<file path="config.mk">
export PLATFORM = sky130hd
export DESIGN_NAME = simple_uart_rx
export DESIGN_NICKNAME = d
export VERILOG_FILES = /design/src/rtl/uart_pkg.sv /design/src/rtl/byte_fifo4.sv /design/src/rtl/simple_uart_rx.sv
export SDC_FILE = /design/constraint.sdc
export NUM_CORES = 1
export LEC_CHECK = 0
export CAP_MARGIN = 20
export CORE_ASPECT_RATIO = 1.2
export CORE_UTILIZATION = 55
export CTS_BUF_LIST = sky130_fd_sc_hd__clkbuf_8 sky130_fd_sc_hd__clkbuf_16
export CTS_CLUSTER_SIZE = 24
export DETAILED_ROUTE_END_ITERATION = 7
export DONT_BUFFER_PORTS = 1
export GPL_TIMING_DRIVEN = 0
export PLACE_DENSITY = 0.68
export SYNTH_ARGS = -nofsm -noshare
export SYNTH_HDL_FRONTEND = slang
export SYNTH_HIERARCHICAL = 1
export SYNTH_SLANG_ARGS = --single-unit
export TNS_END_PERCENT = 1
</file>
<file path="constraint.sdc">
create_clock -name clk_24MHz -period 6.05 [get_ports clk_24MHz]
set_input_delay 1.21 -clock clk_24MHz [delete_from_list [all_inputs] [get_ports clk_24MHz]]
set_output_delay 1.21 -clock clk_24MHz [all_outputs]
set_load 0.01 [all_outputs]
</file>
<file path="src/rtl/uart_pkg.sv">
// Shared UART definitions: receiver FSM state encoding and the default
// bit period used by both the receiver and the transmitter.
package uart_pkg;

  // 24 MHz / 115200 baud, rounded down
  localparam int unsigned CLKS_PER_BIT_DEFAULT = 208;

  typedef enum logic [1:0] {
    ST_IDLE  = 2'd0,
    ST_START = 2'd1,
    ST_DATA  = 2'd2,
    ST_STOP  = 2'd3
  } rx_state_t;

endpackage : uart_pkg

</file>
<file path="src/rtl/byte_fifo4.sv">
// Four-entry byte FIFO with show-ahead output. A push while full is accepted
// only when a pop frees the slot in the same cycle; otherwise o_drop flags it.
module byte_fifo4 (
  input  logic       clk,
  input  logic       rst,
  input  logic       i_push,
  input  logic       i_pop,
  input  logic [7:0] i_din,
  output logic [7:0] o_dout,
  output logic       o_full,
  output logic       o_empty,
  output logic       o_drop
);

  logic [7:0] r_mem [4];
  logic [1:0] r_wr_ptr;
  logic [1:0] r_rd_ptr;
  logic [2:0] r_count;
  logic       w_do_push;
  logic       w_do_pop;

  assign o_full    = (r_count == 3'd4);
  assign o_empty   = (r_count == 3'd0);
  assign w_do_pop  = i_pop & ~o_empty;
  assign w_do_push = i_push & (~o_full | w_do_pop);
  assign o_drop    = i_push & ~w_do_push;
  assign o_dout    = r_mem[r_rd_ptr];

  // NOTE: storage is reset deliberately so the head reads 0 while empty;
  // drop the reset here if that guarantee is ever not needed.
  always_ff @(posedge clk) begin
    if (rst) begin
      for (int i = 0; i < 4; i++) r_mem[i] <= 8'h00;
    end else if (w_do_push) begin
      r_mem[r_wr_ptr] <= i_din;
    end
  end

  always_ff @(posedge clk) begin
    if (rst) begin
      r_wr_ptr <= 2'd0;
      r_rd_ptr <= 2'd0;
      r_count  <= 3'd0;
    end else begin
      if (w_do_push) r_wr_ptr <= r_wr_ptr + 2'd1;
      if (w_do_pop)  r_rd_ptr <= r_rd_ptr + 2'd1;
      case ({w_do_push, w_do_pop})
        2'b10:   r_count <= r_count + 3'd1;
        2'b01:   r_count <= r_count - 3'd1;
        default: r_count <= r_count;
      endcase
    end
  end

endmodule : byte_fifo4

</file>
<file path="src/rtl/simple_uart_rx.sv">
// 8N1 UART receiver: synchronizer, mid-bit sampling FSM, sticky error flags
// and a 4-byte receive FIFO.
module simple_uart_rx
  import uart_pkg::*;
#(
  parameter int unsigned CLKS_PER_BIT = CLKS_PER_BIT_DEFAULT
) (
  input  logic       clk_24MHz,
  input  logic       rst,
  input  logic       serial,
  input  logic       rd,
  input  logic       clr_err,
  output logic [7:0] data,
  output logic       valid,
  output logic       full,
  output logic       overrun,
  output logic       frame_err,
  output logic [3:0] debug
);

  localparam logic [15:0] HALF_LOAD = 16'(CLKS_PER_BIT / 2 - 1);
  localparam logic [15:0] BIT_LOAD  = 16'(CLKS_PER_BIT - 1);

  rx_state_t   r_state;
  rx_state_t   w_next;
  logic        r_sync1;
  logic        r_sync2;
  logic [15:0] r_cnt;
  logic [2:0]  r_bit_idx;
  logic [7:0]  r_shift;
  logic        r_overrun;
  logic        r_frame_err;
  logic        w_cnt_done;
  logic        w_busy;
  logic        w_sample;
  logic        w_push;
  logic        w_stop_bad;
  logic        w_empty;
  logic        w_drop;

  assign w_cnt_done = (r_cnt == 16'd0);

  // NOTE: every clocked register uses <= so all flops see pre-edge values;
  // blocking assignments here would make the sync chain collapse to one stage.
  always_ff @(posedge clk_24MHz) begin
    if (rst) begin
      r_sync1 <= 1'b1;
      r_sync2 <= 1'b1;
    end else begin
      r_sync1 <= serial;
      r_sync2 <= r_sync1;
    end
  end

  always_ff @(posedge clk_24MHz) begin
    if (rst) r_state <= ST_IDLE;
    else     r_state <= w_next;
  end

  // NOTE: w_next defaults to the current state so no path infers a latch.
  always_comb begin
    w_next = r_state;
    case (r_state)
      ST_IDLE:  if (!r_sync2) w_next = ST_START;
      ST_START: if (w_cnt_done) w_next = r_sync2 ? ST_IDLE : ST_DATA;
      ST_DATA:  if (w_cnt_done && r_bit_idx == 3'd7) w_next = ST_STOP;
      ST_STOP:  if (w_cnt_done) w_next = ST_IDLE;
      default:  w_next = ST_IDLE;
    endcase
  end

  always_comb begin
    w_busy     = (r_state != ST_IDLE);
    w_sample   = w_cnt_done && (r_state == ST_DATA || r_state == ST_STOP);
    w_push     = w_cnt_done && (r_state == ST_STOP) && r_sync2;
    w_stop_bad = w_cnt_done && (r_state == ST_STOP) && !r_sync2;
  end

  always_ff @(posedge clk_24MHz) begin
    if (rst) begin
      r_cnt     <= 16'd0;
      r_bit_idx <= 3'd0;
      r_shift   <= 8'h00;
    end else begin
      case (r_state)
        ST_IDLE: begin
          r_bit_idx <= 3'd0;
          r_cnt     <= r_sync2 ? 16'd0 : HALF_LOAD;
        end
        ST_START: r_cnt <= w_cnt_done ? BIT_LOAD : r_cnt - 16'd1;
        ST_DATA: begin
          if (w_cnt_done) begin
            r_shift   <= {r_sync2, r_shift[7:1]};
            r_bit_idx <= r_bit_idx + 3'd1;
            r_cnt     <= BIT_LOAD;
          end else begin
            r_cnt <= r_cnt - 16'd1;
          end
        end
        ST_STOP:  r_cnt <= w_cnt_done ? 16'd0 : r_cnt - 16'd1;
        default:  r_cnt <= 16'd0;
      endcase
    end
  end

  // Error flags are sticky; a same-cycle error event beats clr_err.
  always_ff @(posedge clk_24MHz) begin
    if (rst) begin
      r_overrun   <= 1'b0;
      r_frame_err <= 1'b0;
    end else begin
      if (w_drop)       r_overrun <= 1'b1;
      else if (clr_err) r_overrun <= 1'b0;
      if (w_stop_bad)   r_frame_err <= 1'b1;
      else if (clr_err) r_frame_err <= 1'b0;
    end
  end

  byte_fifo4 u_fifo (
    .clk     (clk_24MHz),
    .rst     (rst),
    .i_push  (w_push),
    .i_pop   (rd),
    .i_din   (r_shift),
    .o_dout  (data),
    .o_full  (full),
    .o_empty (w_empty),
    .o_drop  (w_drop)
  );

  assign valid     = ~w_empty;
  assign overrun   = r_overrun;
  assign frame_err = r_frame_err;
  assign debug     = {w_busy, w_sample, r_sync2, w_push};

endmodule : simple_uart_rx

</file>
==> Word level (Yosys, flattened, before mapping) <==
Memories as Yosys holds them, arrays and structs flattened. A register that Yosys moved wholly into a read port is not among the register bits.
Cells that the tools add are included.
{ "totals": {"ff_bits": 40, "ramBits": 32, "input_bits": 5, "output_inout_bits": 16, "mem_count": 1} }
{ "mem_list": {"columns": ["memory", "depth", "word_bits", "rd", "rd_clocked_by_memory_dff", "wr", "line_no", "rtl"], "rows": [
  ["u_fifo.r_mem", 4, 8, 1, 1, 4, "byte_fifo4.sv:15", "logic [7:0] r_mem [4];"]
]} }
{ "classes": {"add_sub_neg": 6, "n_eq_ne": 12, "mux": 26, "bitwise_logic": 7, "n_reduce_logical": 20} }
{ "op_table": {"columns": ["cell", "n"], "rows": [
  ["16-bit case mux with 3 select lines", 1],
  ["16-bit two-way mux", 2],
  ["16-bit zero test", 1],
  ["2-bit two-way mux", 8],
  ["16-bit by 1-bit subtractor with 16-bit output (second input constant)", 1],
  ["3-bit case mux with 2 select lines", 2],
  ["2-bit inequality test (second input constant)", 5],
  ["2-bit nonzero test", 5],
  ["1-bit two-way mux", 9],
  ["8-bit two-way mux", 1],
  ["2-bit case mux with 4 select lines", 1],
  ["8-bit OR reduction", 1],
  ["7-bit two-way mux", 1],
  ["3-bit by 1-bit adder with 3-bit output (second input constant)", 2],
  ["2-bit == test (second input constant)", 3],
  ["3-bit == test (second input constant)", 2],
  ["1-bit logical AND", 5],
  ["2-bit by 1-bit adder with 2-bit output (second input constant)", 2],
  ["2-bit by 1-bit == test with 1-bit output (second input constant)", 2],
  ["2-bit AND reduction", 2],
  ["4-bit AND reduction", 1],
  ["1-bit AND", 3],
  ["3-bit zero test", 1],
  ["3-bit two-way mux", 1],
  ["7 further kinds", 9]
]} }

==> Logic depth before layout (Yosys ltp) <==
{ "depth": {"word_depth": 10, "depth_mapped": 14, "ltp_nobuf": 13} }

==> By module <==
The synthesis kept the hierarchy.
{ "modules_own_cells": {"columns": ["mod", "instances", "cells_each", "area_per_inst_um2"], "rows": [
  ["byte_fifo4", 1, 132, 1861.8],
  ["simple_uart_rx", 1, 164, 1534.0]
]} }

==> Least setup slack after synthesis <==
No wires, ideal clock.
{ "synth_path": {"kind": "register to register", "start": "register r_cnt[0]", "end": "register u_fifo.r_count[2]", "arrival_time_ps": 2997, "slack_ps": 2983, "stages_incl_launch_ff": 15, "path_buffers": 1, "period_less_slack_ps": 3067, "path_cell_list": "dfxtp_1 > inv_1 > ha_1 > or4b_4 > nor4bb_1 > buf_4 > and3_1 > nor2b_1 > inv_1 > ha_1 > inv_1 > fa_1 > xor2_1 > or3_1 > a21oi_1"} }
{ "synth_between": {"elab_chain_len": 6} }
{ "synth_lines": {"columns": ["item", "line_no", "rtl"], "rows": [
  ["start, declared", "simple_uart_rx.sv:28", "logic [15:0] r_cnt;"],
  ["start signal, assigned", "simple_uart_rx.sv:88", "r_cnt <= r_sync2 ? 16'd0 : HALF_LOAD;"],
  ["start signal, assigned", "simple_uart_rx.sv:90", "ST_START: r_cnt <= w_cnt_done ? BIT_LOAD : r_cnt - 16'd1;"],
  ["start signal, assigned", "simple_uart_rx.sv:97", "r_cnt <= r_cnt - 16'd1;"],
  ["16-bit zero test (*)", "simple_uart_rx.sv:41", "assign w_cnt_done = (r_cnt == 16'd0);"],
  ["1-bit logical AND (*) (2 in a row)", "simple_uart_rx.sv:75", "w_push = w_cnt_done && (r_state == ST_STOP) && r_sync2;"],
  ["named net w_push", "simple_uart_rx.sv:36", "logic w_push;"],
  ["1-bit AND (*)", "byte_fifo4.sv:25", "assign w_do_push = i_push & (~o_full | w_do_pop);"],
  ["2-bit by 1-bit == test with 1-bit output or 2-bit == test (tied branches)", "byte_fifo4.sv:47", "case ({w_do_push, w_do_pop})"],
  ["3-bit case mux with 2 select lines or 2-bit nonzero test (tied branches)", null, null],
  ["end signal, assigned", "byte_fifo4.sv:48", "2'b10: r_count <= r_count + 3'd1;"],
  ["end signal, assigned", "byte_fifo4.sv:49", "2'b01: r_count <= r_count - 3'd1;"],
  ["end signal, assigned", "byte_fifo4.sv:50", "default: r_count <= r_count;"],
  ["end, declared", "byte_fifo4.sv:18", "logic [2:0] r_count;"]
]} }
Mark *: on every way through the listed nets, which the timed path passes. The rest lies on a longest branch.
A chain may end at the register's enable or synchronous reset.

==> Worst setup path in the final report <==
{ "layout_path": {"start": "register r_cnt[0]", "end": "output debug[0]"} }
{ "layout_between": {"elab_chain_len": 3} }
{ "layout_lines": {"columns": ["item", "line_no", "rtl"], "rows": [
  ["16-bit zero test", "simple_uart_rx.sv:41", null],
  ["1-bit logical AND (2 in a row)", "simple_uart_rx.sv:75", null],
  ["end, declared", "simple_uart_rx.sv:18", "output logic [3:0] debug"]
]} }
Every way passes these cells.

==> results.md <==
* Place WS at 2.60 ns
* Post-synthesis register bit count at 74
* Sequential cell area fraction in the yosys report at 0.531
* Crit path kind: flip-flop to output pin
* Largest net degree at the start of global routing at 14
* Cell Chain, Critical Path: inv_1 > ha_1 > or4b_4 > nor4bb_1 > buf_4 > and3_1 > buf_4
* HPWL after DPL at 4110 um
* Slew Limit Fails at 0
* CTS tree: yes
* CTS Buffer Depth at 2
* Cell area after synthesis at 0.00340 mm^2
* DRC at 0
* Max_slew headroom at 0.445
* Routed Antenna Nets at 0
* Dominant cells by area after synthesis: edfxtp_1 (28%), dfxtp_1 (25%), and2_1 (5.9%), mux4_2 (5.3%), nor2_1 (4.5%)
* Leakage at 1.39 nW
* Setup TNS Final at 0 ns
* First-pass GRT wire length at 9710 um
* IO buf count at 0
* Root Driver: clkbuf_8
* Syn Area/Cell at 11.5 um^2
* Min-delay src: r_sync1
* GRT Residual Overflow at 0
* Combinational Power Share at 0.093
* Layout cell share with drive strength beyond 1 at 0.147
* FP Rows at 31
* Final Routed Wirelength at 5690 um
* Final Hold Vio Count at 0
* Worst setup path start: r_cnt[0]
* Reg2reg start: r_cnt[0]
* Routed vias at 2,138
* Crit path DAT at 2.48 ns
* Synthesis Warnings at 6
* Die ar. at 0.00649 mm^2
* Clock Skew at 0.0100 ns
* Max cap viols at 0
* Vias in the first global route at 2,089
* CP max stage cell: or4b_4
* Vias per Instance at 5.41
* CP startpoint kind: flip-flop
* CTS Buf Count at 9
* Highest clock rate at 0.271 GHz
* Post-cts resize count at 0
* Hold-fix buffers, CTS at 0
* Tmin final at 3.69 ns
* Worst-path fanout max at 9
* Share of Yosys cell area claimed by the top area cell type at 0.283
* Clock share of power at 0.344
* Final Core Density at 0.611
* Delay of the slowest cell on the worst path at 0.52 ns
* Detailed Routing Iterations Pass 1 at 4
* Worst slew pin tran at 0.831 ns
* Fin crit share at 0.610
* Detailed-route wire length per cell at 14.4 um
* Mapped Cells at 296
* Reg power frac at 0.563
* Switching part of the total at 0.249
* Status: finished, final reports clean
* Die X at 73.7 um
* Syn nets at 311
* Fillcell total at 546
* Net switching power at 0.237 mW
* RSZ-0062 raised after global routing: no
* Die Height at 88.1 um
* Core footprint at 0.00601 mm^2
* Clock slew at reported path FFs at 0.07 ns
* Yosys top cell by area: edfxtp_1
* # clock sinks at 74
* GP Congestion at 0.782
* Setup Buffers After CTS at 0
* Final nets at 323
* Count of flip-flops with a built-in enable after synthesis at 32
* Setup crit end kind: output pin
* Ant. Diodes at 0
* Crit path top cell by count: buf_4
* Setup WS post-layout at 2.36 ns
* Maximum VDD drop at 0.160 mV
* Hold_ws at 0.412 ns
* Hold crit path type: flip-flop to flip-flop
* Initial antenna violation count at 0
* Total power divided by cell area at 260 mW/mm^2
* # H-tree levels at 3
* Total GRT Usage at 0.201
* Internal power at 0.717 mW
* P&R area growth vs syn at 8.18%
* Initial Utilization at 0.565
* Clk_lat worst skew at 0.34 ns
* Ys async rst share at 0
* Synth Flop Type: dfxtp_1
* First-iteration detailed-routing DRC count at 104
* Distinct cells, synth at 49
* Io pins at 21
* Critical Path RT at 4.84 ns
* Final setup viols at 0
-- metrics by stage --
| step | total power, mW | std cells | cell area, um^2 |
|---|---|---|---|
| after floorplan | 0.621 | 296 | 3400 |
| after global placement | 0.636 | 378 | 3500 |
| after detailed placement | 0.637 | 378 | 3500 |
| after CTS | 0.964 | 394 | 3670 |
| after global routing | 0.998 | 395 | 3670 |
| final | 0.954 | 395 | 3670 |
-- registers in the layout (all words and copies together) (netlist names), named ones only --
name	flops
u_fifo/r_count	3
r_state	1
u_fifo/r_mem	32
r_sync2	1
u_fifo/r_rd_ptr	2
r_cnt	16
overrun	1
r_sync1	1
frame_err	1
r_bit_idx	3
u_fifo/r_wr_ptr	2
r_shift	8
-- critical path: cells and delay by family (launching register included) --
kind,cells,cell delay [ns]
AND/OR/NAND/NOR,3,1.14
buffers and inverters,3,0.47
flip-flops,1,0.33
adder cells (fa/ha/maj),1,0.20
-- power groups by stage --
stage | Clock [mW] | Sequential (mW) | Combinational, mW
finish | 0.329 | 0.537 | 0.0885
detailed placement | 0 | 0.549 | 0.0885
global route | 0.362 | 0.538 | 0.0979
global placement | 0 | 0.548 | 0.0875
floorplan | 0 | 0.547 | 0.0749
CTS | 0.338 | 0.537 | 0.0894
-- layer usage --
| metal | part of all wire | GRT usage |
|---|---|---|
| met5 | 0 | 0 |
| met4 | 0.015 | 0.0874 |
| met3 | 0.031 | 0.0518 |
| met2 | 0.51 | 0.346 |
| met1 | 0.44 | 0.236 |
-- cells by family (layout without fill, tap and decap cells) --
logic type      count (synthesis)  count (layout)  synth area share
flops                          74              74             0.531
mux                            20              20            0.0888
fa+ha+maj                      10              10            0.0391
simple gates                  124             124             0.209
buf+inv                        25              42            0.0339
compound gates                 28              28            0.0601
xor+xnor                       15              15            0.0387
-- path summary, 6_finish.rpt --
| kind | endpoint | slack [ns] | cells after the start |
|---|---|---|---|
| worst max-delay path | debug[0] | 2.36 | 7 |
| worst min-delay path | r_sync2 | 0.41 | 1 |
| worst max register to register | u_fifo/r_count[2] | 2.55 | 14 |
| worst min register to register | r_sync2 | 0.41 | 1 |
-- area by class of cell --
type                    count  area (um^2)  area share
plain buffers              12         66.3      0.0181
inverters                  13         48.8      0.0133
clock inverters             7         46.3      0.0126
flip-flops and latches     74         1800       0.490
well taps                  82          103      0.0279
repair buffers              1         5.00     0.00136
multi-input cells         197         1480       0.403
clock buffers               9          124      0.0337
-- cells in the final DEF, fill, tap and decap left out, types with 2 or more instances in the layout --
cell,netlist,layout
clkbuf_8,0,9
mux4_2,8,8
a22oi_1,2,2
or3_1,4,4
buf_2,2,3
nor3_1,7,7
dfxtp_1,42,42
nand3b_1,2,2
a21oi_1,7,7
nand2_1,9,9
nor4_1,6,6
nand2b_1,3,3
edfxtp_1,32,32
ha_1,9,9
clkinvlp_4,0,2
xnor2_1,9,9
and2_1,32,32
clkbuf_1,4,4
nor2b_1,3,3
buf_4,5,5
and3_1,3,3
inv_1,13,14
o21ai_0,8,8
or2_2,2,2
a31o_2,2,2
xor2_1,6,6
mux2i_1,11,11
clkinv_2,0,2
or4_4,2,2
nor2_1,41,41
-- synth_stat cells (all sizes together), types with 4 or more instances --
| library cell | count |
|---|---|
| a21oi | 7 |
| o21ai | 9 |
| buf | 8 |
| dfxtp | 42 |
| nand2 | 10 |
| edfxtp | 32 |
| xnor2 | 9 |
| mux4 | 8 |
| mux2i | 11 |
| and2 | 32 |
| clkbuf | 4 |
| nor3 | 7 |
| xor2 | 6 |
| nor2 | 41 |
| inv | 13 |
| nor4 | 6 |
| or3 | 4 |
| ha | 9 |
Note: power is estimated with default switching activity, not from simulation.
